## src/rtl/debounce_pkg.sv

```systemverilog
// ---------------------------------------------------------------------------
// debounce_pkg
// Shared defaults for the debounce bank and its per-channel slice.
//   DEB_N      : default number of independent channels
//   DEB_CNT_W  : default width of each channel's stability counter
//   DEB_LIMIT  : default number of quiet counted cycles before out follows
// ---------------------------------------------------------------------------
package debounce_pkg;

  localparam int DEB_N     = 4;
  localparam int DEB_CNT_W = 8;
  localparam int DEB_LIMIT = 255;

endpackage

```

## src/rtl/debounce_channel.sv

```systemverilog
// ---------------------------------------------------------------------------
// debounce_channel
// One debounced bit: a 2-flop synchronizer, a saturating stability counter,
// the registered debounced level and registered rise/fall pulses.
// Ports:
//   i_clk    : clock, rising edge
//   i_rst_n  : synchronous reset, active low
//   i_tick   : counter qualifier (1 = count every cycle)
//   i_in     : raw asynchronous input bit
//   o_out    : debounced level, registered
//   o_stable : high while the counter sits at LIMIT
//   o_rise   : one-cycle pulse, coincident with o_out going 0->1
//   o_fall   : one-cycle pulse, coincident with o_out going 1->0
// ---------------------------------------------------------------------------
module debounce_channel
  import debounce_pkg::*;
#(
  parameter int   CNT_W   = DEB_CNT_W,
  parameter int   LIMIT   = DEB_LIMIT,
  parameter logic RST_VAL = 1'b0
) (
  input  logic i_clk,
  input  logic i_rst_n,
  input  logic i_tick,
  input  logic i_in,
  output logic o_out,
  output logic o_stable,
  output logic o_rise,
  output logic o_fall
);

  localparam logic [CNT_W-1:0] LIMIT_C = CNT_W'(LIMIT);

  logic             r_s1;
  logic             r_s2;
  logic [CNT_W-1:0] r_cnt;
  logic             r_out;
  logic             r_rise;
  logic             r_fall;

  logic             w_change;
  logic             w_atLimit;
  logic             w_nextOut;

  // Any difference between the two synchronizer stages means the input moved
  // this cycle, so the quiet-time count has to start over.
  assign w_change  = r_s1 ^ r_s2;
  assign w_atLimit = (r_cnt == LIMIT_C);
  assign w_nextOut = w_atLimit ? r_s2 : r_out;

  // Synchronizer runs every edge regardless of tick so that no input sample
  // is skipped while the counter is being throttled.
  always_ff @(posedge i_clk) begin
    if (!i_rst_n) begin
      r_s1 <= RST_VAL;
      r_s2 <= RST_VAL;
    end else begin
      r_s1 <= i_in;
      r_s2 <= r_s1;
    end
  end

  // Stability counter: cleared by any change, otherwise advanced on tick and
  // parked at LIMIT so a long-quiet input never wraps back to a low count.
  always_ff @(posedge i_clk) begin
    if (!i_rst_n) begin
      r_cnt <= '0;
    end else if (w_change) begin
      r_cnt <= '0;
    end else if (i_tick && !w_atLimit) begin
      r_cnt <= r_cnt + CNT_W'(1);
    end
  end

  // Debounced level and its edge pulses are registered together, so a pulse
  // is high in exactly the cycle the new level first appears on o_out.
  always_ff @(posedge i_clk) begin
    if (!i_rst_n) begin
      r_out  <= RST_VAL;
      r_rise <= 1'b0;
      r_fall <= 1'b0;
    end else begin
      r_out  <= w_nextOut;
      r_rise <= w_nextOut & ~r_out;
      r_fall <= ~w_nextOut & r_out;
    end
  end

  assign o_out    = r_out;
  assign o_stable = w_atLimit;
  assign o_rise   = r_rise;
  assign o_fall   = r_fall;

endmodule

```

## src/rtl/debounce_bank.sv

```systemverilog
// ---------------------------------------------------------------------------
// debounce_bank
// N independent debounce channels sharing one clock, reset and tick.
// Ports:
//   clk    : clock, rising edge
//   rst    : synchronous reset, active low
//   tick   : counter qualifier shared by all channels
//   in     : raw asynchronous inputs, bit i = channel i
//   out    : debounced levels, registered
//   stable : per-channel "counter at LIMIT" flag
//   rise   : per-channel one-cycle pulse on out 0->1
//   fall   : per-channel one-cycle pulse on out 1->0
// ---------------------------------------------------------------------------
module debounce_bank
  import debounce_pkg::*;
#(
  parameter int   N       = DEB_N,
  parameter int   CNT_W   = DEB_CNT_W,
  parameter int   LIMIT   = DEB_LIMIT,
  parameter logic RST_VAL = 1'b0
) (
  input  logic         clk,
  input  logic         rst,
  input  logic         tick,
  input  logic [N-1:0] in,
  output logic [N-1:0] out,
  output logic [N-1:0] stable,
  output logic [N-1:0] rise,
  output logic [N-1:0] fall
);

  for (genvar g = 0; g < N; g++) begin : g_chan
    debounce_channel #(
      .CNT_W   (CNT_W),
      .LIMIT   (LIMIT),
      .RST_VAL (RST_VAL)
    ) u_chan (
      .i_clk    (clk),
      .i_rst_n  (rst),
      .i_tick   (tick),
      .i_in     (in[g]),
      .o_out    (out[g]),
      .o_stable (stable[g]),
      .o_rise   (rise[g]),
      .o_fall   (fall[g])
    );
  end

endmodule

```

## config.mk

```make
export PLATFORM = sky130hd
export DESIGN_NAME = debounce_bank
export DESIGN_NICKNAME = d
export VERILOG_FILES = /design/src/rtl/debounce_pkg.sv /design/src/rtl/debounce_channel.sv /design/src/rtl/debounce_bank.sv
export SDC_FILE = /design/constraint.sdc
export NUM_CORES = 1
export LEC_CHECK = 0
export CAP_MARGIN = 20
export CORE_ASPECT_RATIO = 1.25
export CORE_UTILIZATION = 40
export CTS_CLUSTER_SIZE = 25
export DETAILED_ROUTE_END_ITERATION = 12
export PLACE_DENSITY = 0.64
export SLEW_MARGIN = 5
export SYNTH_ARGS = -nofsm -noshare
export SYNTH_HDL_FRONTEND = slang
export SYNTH_SLANG_ARGS = --single-unit
```

## constraint.sdc

```tcl
create_clock -name clk -period 1.68 [get_ports clk]
set_input_delay 0.504 -clock clk [delete_from_list [all_inputs] [get_ports clk]]
set_output_delay 0.504 -clock clk [all_outputs]
set_load 0.01 [all_outputs]
```

==> results.sh <==
export IMPL_timing_final_ws_setup_ps=-40.3
export IMPL_count_of_non_filler_cells_in_the_finished_layout=420
export IMPL_cap_violations=0
export IMPL_worst_slew_pin_slew_ps=542
export IMPL_die_boundary_width_um=74.4
export IMPL_drc=0
export IMPL_final_nets=345
export IMPL_hpwl_um=4000
export IMPL_grt_use_total_pct=17.6
export IMPL_syn_area_um2=2620
export IMPL_multi_input_gate_area_in_the_final_layout_um2=1460
export IMPL_timing_critical_path_slowest_cell_delay_ps=350
export IMPL_leakage_uw=0.00145
export IMPL_worst_ir_drop_vdd_mv=0.388
export IMPL_setup_viol_count_final=1
export IMPL_timing_max_transition_violations_final=0
export IMPL_layout_cells_sized_above_1_pct=34.0
export IMPL_yosys_top_cells_area="sky130_fd_sc_hd__dfxtp_1 (40%), sky130_fd_sc_hd__mux2i_1 (6.9%), sky130_fd_sc_hd__nand3_1 (6.9%)"
export IMPL_slew_headroom_pct=63.7
export IMPL_placement_io_buffers=22
export IMPL_fin_worst_skew_ps=10.0
export IMPL_fp_dieH_um=92.5
export IMPL_setup_repair_after_global_routing_missed_its_margin="yes"
export IMPL_fin_crit_sh_pct=102
export IMPL_powerDensity_nw_per_um2=687
export IMPL_largest_net_degree_at_the_start_of_global_routing=19
export IMPL_finalCriticalPeriod_ps=1720
export IMPL_clkSinkCount=52
export IMPL_failed_checks="setup timing"
export IMPL_final_seq_area_um2=1060
export IMPL_cts_made_buffers=5
export IMPL_area_growth_synth_to_final_pct=31.6
export IMPL_drt_pass1_iter_count=5
export IMPL_antenna_viol_nets_final=0
export IMPL_worstPathMaxFanout=2
export IMPL_initialDrtViolationCount=122
export IMPL_critical_path_slowest_cell="sky130_fd_sc_hd__dfxtp_2"
export IMPL_clk_latency_ps=310
export IMPL_grt_antenna_before_repair=0
export IMPL_most_frequent_cells_in_the_layout="sky130_fd_sc_hd__buf_4 (57), sky130_fd_sc_hd__dfxtp_1 (39), sky130_fd_sc_hd__nand3_1 (33), sky130_fd_sc_hd__a21oi_1 (19), sky130_fd_sc_hd__mux2i_1 (18)"
export IMPL_clock_path_buffers=2
export IMPL_post_route_worst_hold_slack_ps=488
export IMPL_grt_pass1_vias=2184
export IMPL_cts_tree="done"
export IMPL_fp_dieArea_um2=6890
export IMPL_post_synth_cell_area_avg_um2=9.43
export IMPL_gp_congestion=0.793
export IMPL_highest_clock_rate_ghz=0.581
export IMPL_std_cell_rows=32
export IMPL_synth_cell_type_count=39
export IMPL_synth_ff_latch_count=52
export IMPL_path_class="flip-flop to output pin"
export IMPL_run_status="finished, violations left"
export IMPL_fill_cells=569
export IMPL_htreeDepth=2
export IMPL_synth_top_cell_area_share_pct=39.7
export IMPL_n_antenna_cell=0
export IMPL_detailroute_via_count=2241
export IMPL_synthArstFlopShare_pct=0
export IMPL_final_common_cell="sky130_fd_sc_hd__buf_4"
export IMPL_worst_endpoint_required_ps=1180
export IMPL_drt_total_wl_um=5610
export IMPL_timing_final_hold_violations=0
export IMPL_ctsRootBufferMaster="sky130_fd_sc_hd__clkbuf_8"
export IMPL_wl_per_cell_um=13.4
export IMPL_number_of_enable_flip_flop_cells_after_synthesis=0
export IMPL_worst_hold_path_type="flip-flop to flip-flop"
export IMPL_vias_cell=5.34
export IMPL_synth_top_area_cell="sky130_fd_sc_hd__dfxtp_1"
export IMPL_seq_area_frac_synth_pct=39.7
export IMPL_worstPathCellList="ha_4, and3_4, and2_4, buf_6"
export IMPL_top_flip_flop_cell_by_instance_count_after_synthesis="sky130_fd_sc_hd__dfxtp_1"
export IMPL_num_ports=23
export IMPL_start_util_pct=42.0
export IMPL_critPathArrivalTime_ps=1220
export IMPL_count_of_warnings_emitted_by_yosys=0
export IMPL_globalRoute_totalOverflow=0
export IMPL_synthCells=278
export IMPL_grt_first_pass_wirelength_um=9520
export IMPL_worst_setup_path_start_kind="flip-flop"
export IMPL_core_um2=6250
export IMPL_crit_path_end_kind="output pin"
export IMPL_dpl_cell_count=400
export IMPL_cts_reportedPaths_clkPinSlew_ps=100
export IMPL_postSynthNetCount=289
-- Yosys cell counts (6+ instances only) --
master	instances
sky130_fd_sc_hd__a21oi_1	19
sky130_fd_sc_hd__and2_1	8
sky130_fd_sc_hd__and4b_1	9
sky130_fd_sc_hd__buf_2	9
sky130_fd_sc_hd__buf_4	17
sky130_fd_sc_hd__dfxtp_1	52
sky130_fd_sc_hd__inv_1	7
sky130_fd_sc_hd__mux2i_1	18
sky130_fd_sc_hd__nand2_1	8
sky130_fd_sc_hd__nand3_1	36
sky130_fd_sc_hd__nand3b_1	14
sky130_fd_sc_hd__nand4_1	8
sky130_fd_sc_hd__nor3_1	6
sky130_fd_sc_hd__o21ai_0	6
-- repair_timing --
| item | in CTS | in global routing |
|---|---|---|
| pin swaps | 7 | 8 |
| setup buffers | 7 | 5 |
| hold buffers | 0 | 0 |
| hold endpoints to repair | 0 | 0 |
| endpoints found under the setup margin | 9 | 14 |
| gates resized for setup | 49 | 19 |
-- critical path: cells and delay by family (launching register included) --
kind                     cells  cell delay [ps]
adder cells (fa/ha/maj)      1              150
buffers and inverters        1              110
AND/OR/NAND/NOR              2              290
flip-flops                   1              350
-- report_power, final --
group	internal, uW	switching [uW]	leakage [uW]	total [uW]
clock network	450	446	0.0000583	895
logic	94.9	105	0.000966	199
registers	1260	22.2	0.000428	1280
-- per-stage QoR --
step | setup TNS (ps) | total power, uW | area (um^2) | util, % | setup WS (ps)
after global routing | -170 | 2470 | 3450 | 55.3 | -91.9
after CTS | -103 | 2380 | 3340 | 53.5 | -52.5
after global placement | -3350 | 1480 | 3090 | 49.4 | -176
after floorplan | 0 | 1420 | 2620 | - | 37.3
after detailed placement | -4160 | 1490 | 3090 | 49.4 | -250
final | -40.3 | 2370 | 3450 | 55.3 | -40.3
-- per-layer routing --
layer	track usage, %	routed length [um]	up-vias
met4	5.03	32	0
met2	30.1	2810	51
li1	-	-	1128
met3	3.05	172	5
met5	0	0	-
met1	22.1	2590	1057
-- path summary, 6_finish.rpt --
| kind | startpoint | to | slack (ps) | cells past startpoint |
|---|---|---|---|---|
| worst min register to register | g_chan[1].u_chan.r_s1 | g_chan[1].u_chan.r_s2 | 490 | 1 |
| worst max-delay path | g_chan[0].u_chan.r_cnt[1] | stable[0] | -40 | 4 |
| worst min-delay path | g_chan[1].u_chan.r_s1 | g_chan[1].u_chan.r_s2 | 490 | 1 |
| worst max register to register | g_chan[1].u_chan.r_cnt[0] | g_chan[1].u_chan.r_cnt[5] | 110 | 6 |
-- area by class of cell --
class	instances	area share, %
clock inverters	3	1.38
well taps	85	3.08
inverters	7	0.761
repair buffers	80	19.7
multi-input cells	188	42.4
flip-flops and latches	52	30.7
clock buffers	5	1.99
-- state kept, by name (all words and copies together) (netlist names) --
signal and flops:
g_chan.u_chan.r_cnt 32, g_chan.u_chan.o_fall 4, g_chan.u_chan.o_out 4, g_chan.u_chan.o_rise 4, g_chan.u_chan.r_s1 4, g_chan.u_chan.r_s2 4
-- logic make-up after synthesis --
| logic type | Yosys count | synth area share, % |
|---|---|---|
| mux | 18 | 6.87 |
| compound gates | 45 | 12.1 |
| buf+inv | 38 | 9.16 |
| fa+ha+maj | 4 | 1.91 |
| flops | 52 | 39.7 |
| simple gates | 117 | 28.6 |
| xor+xnor | 4 | 1.62 |
Power figures use the tool's default switching activity.
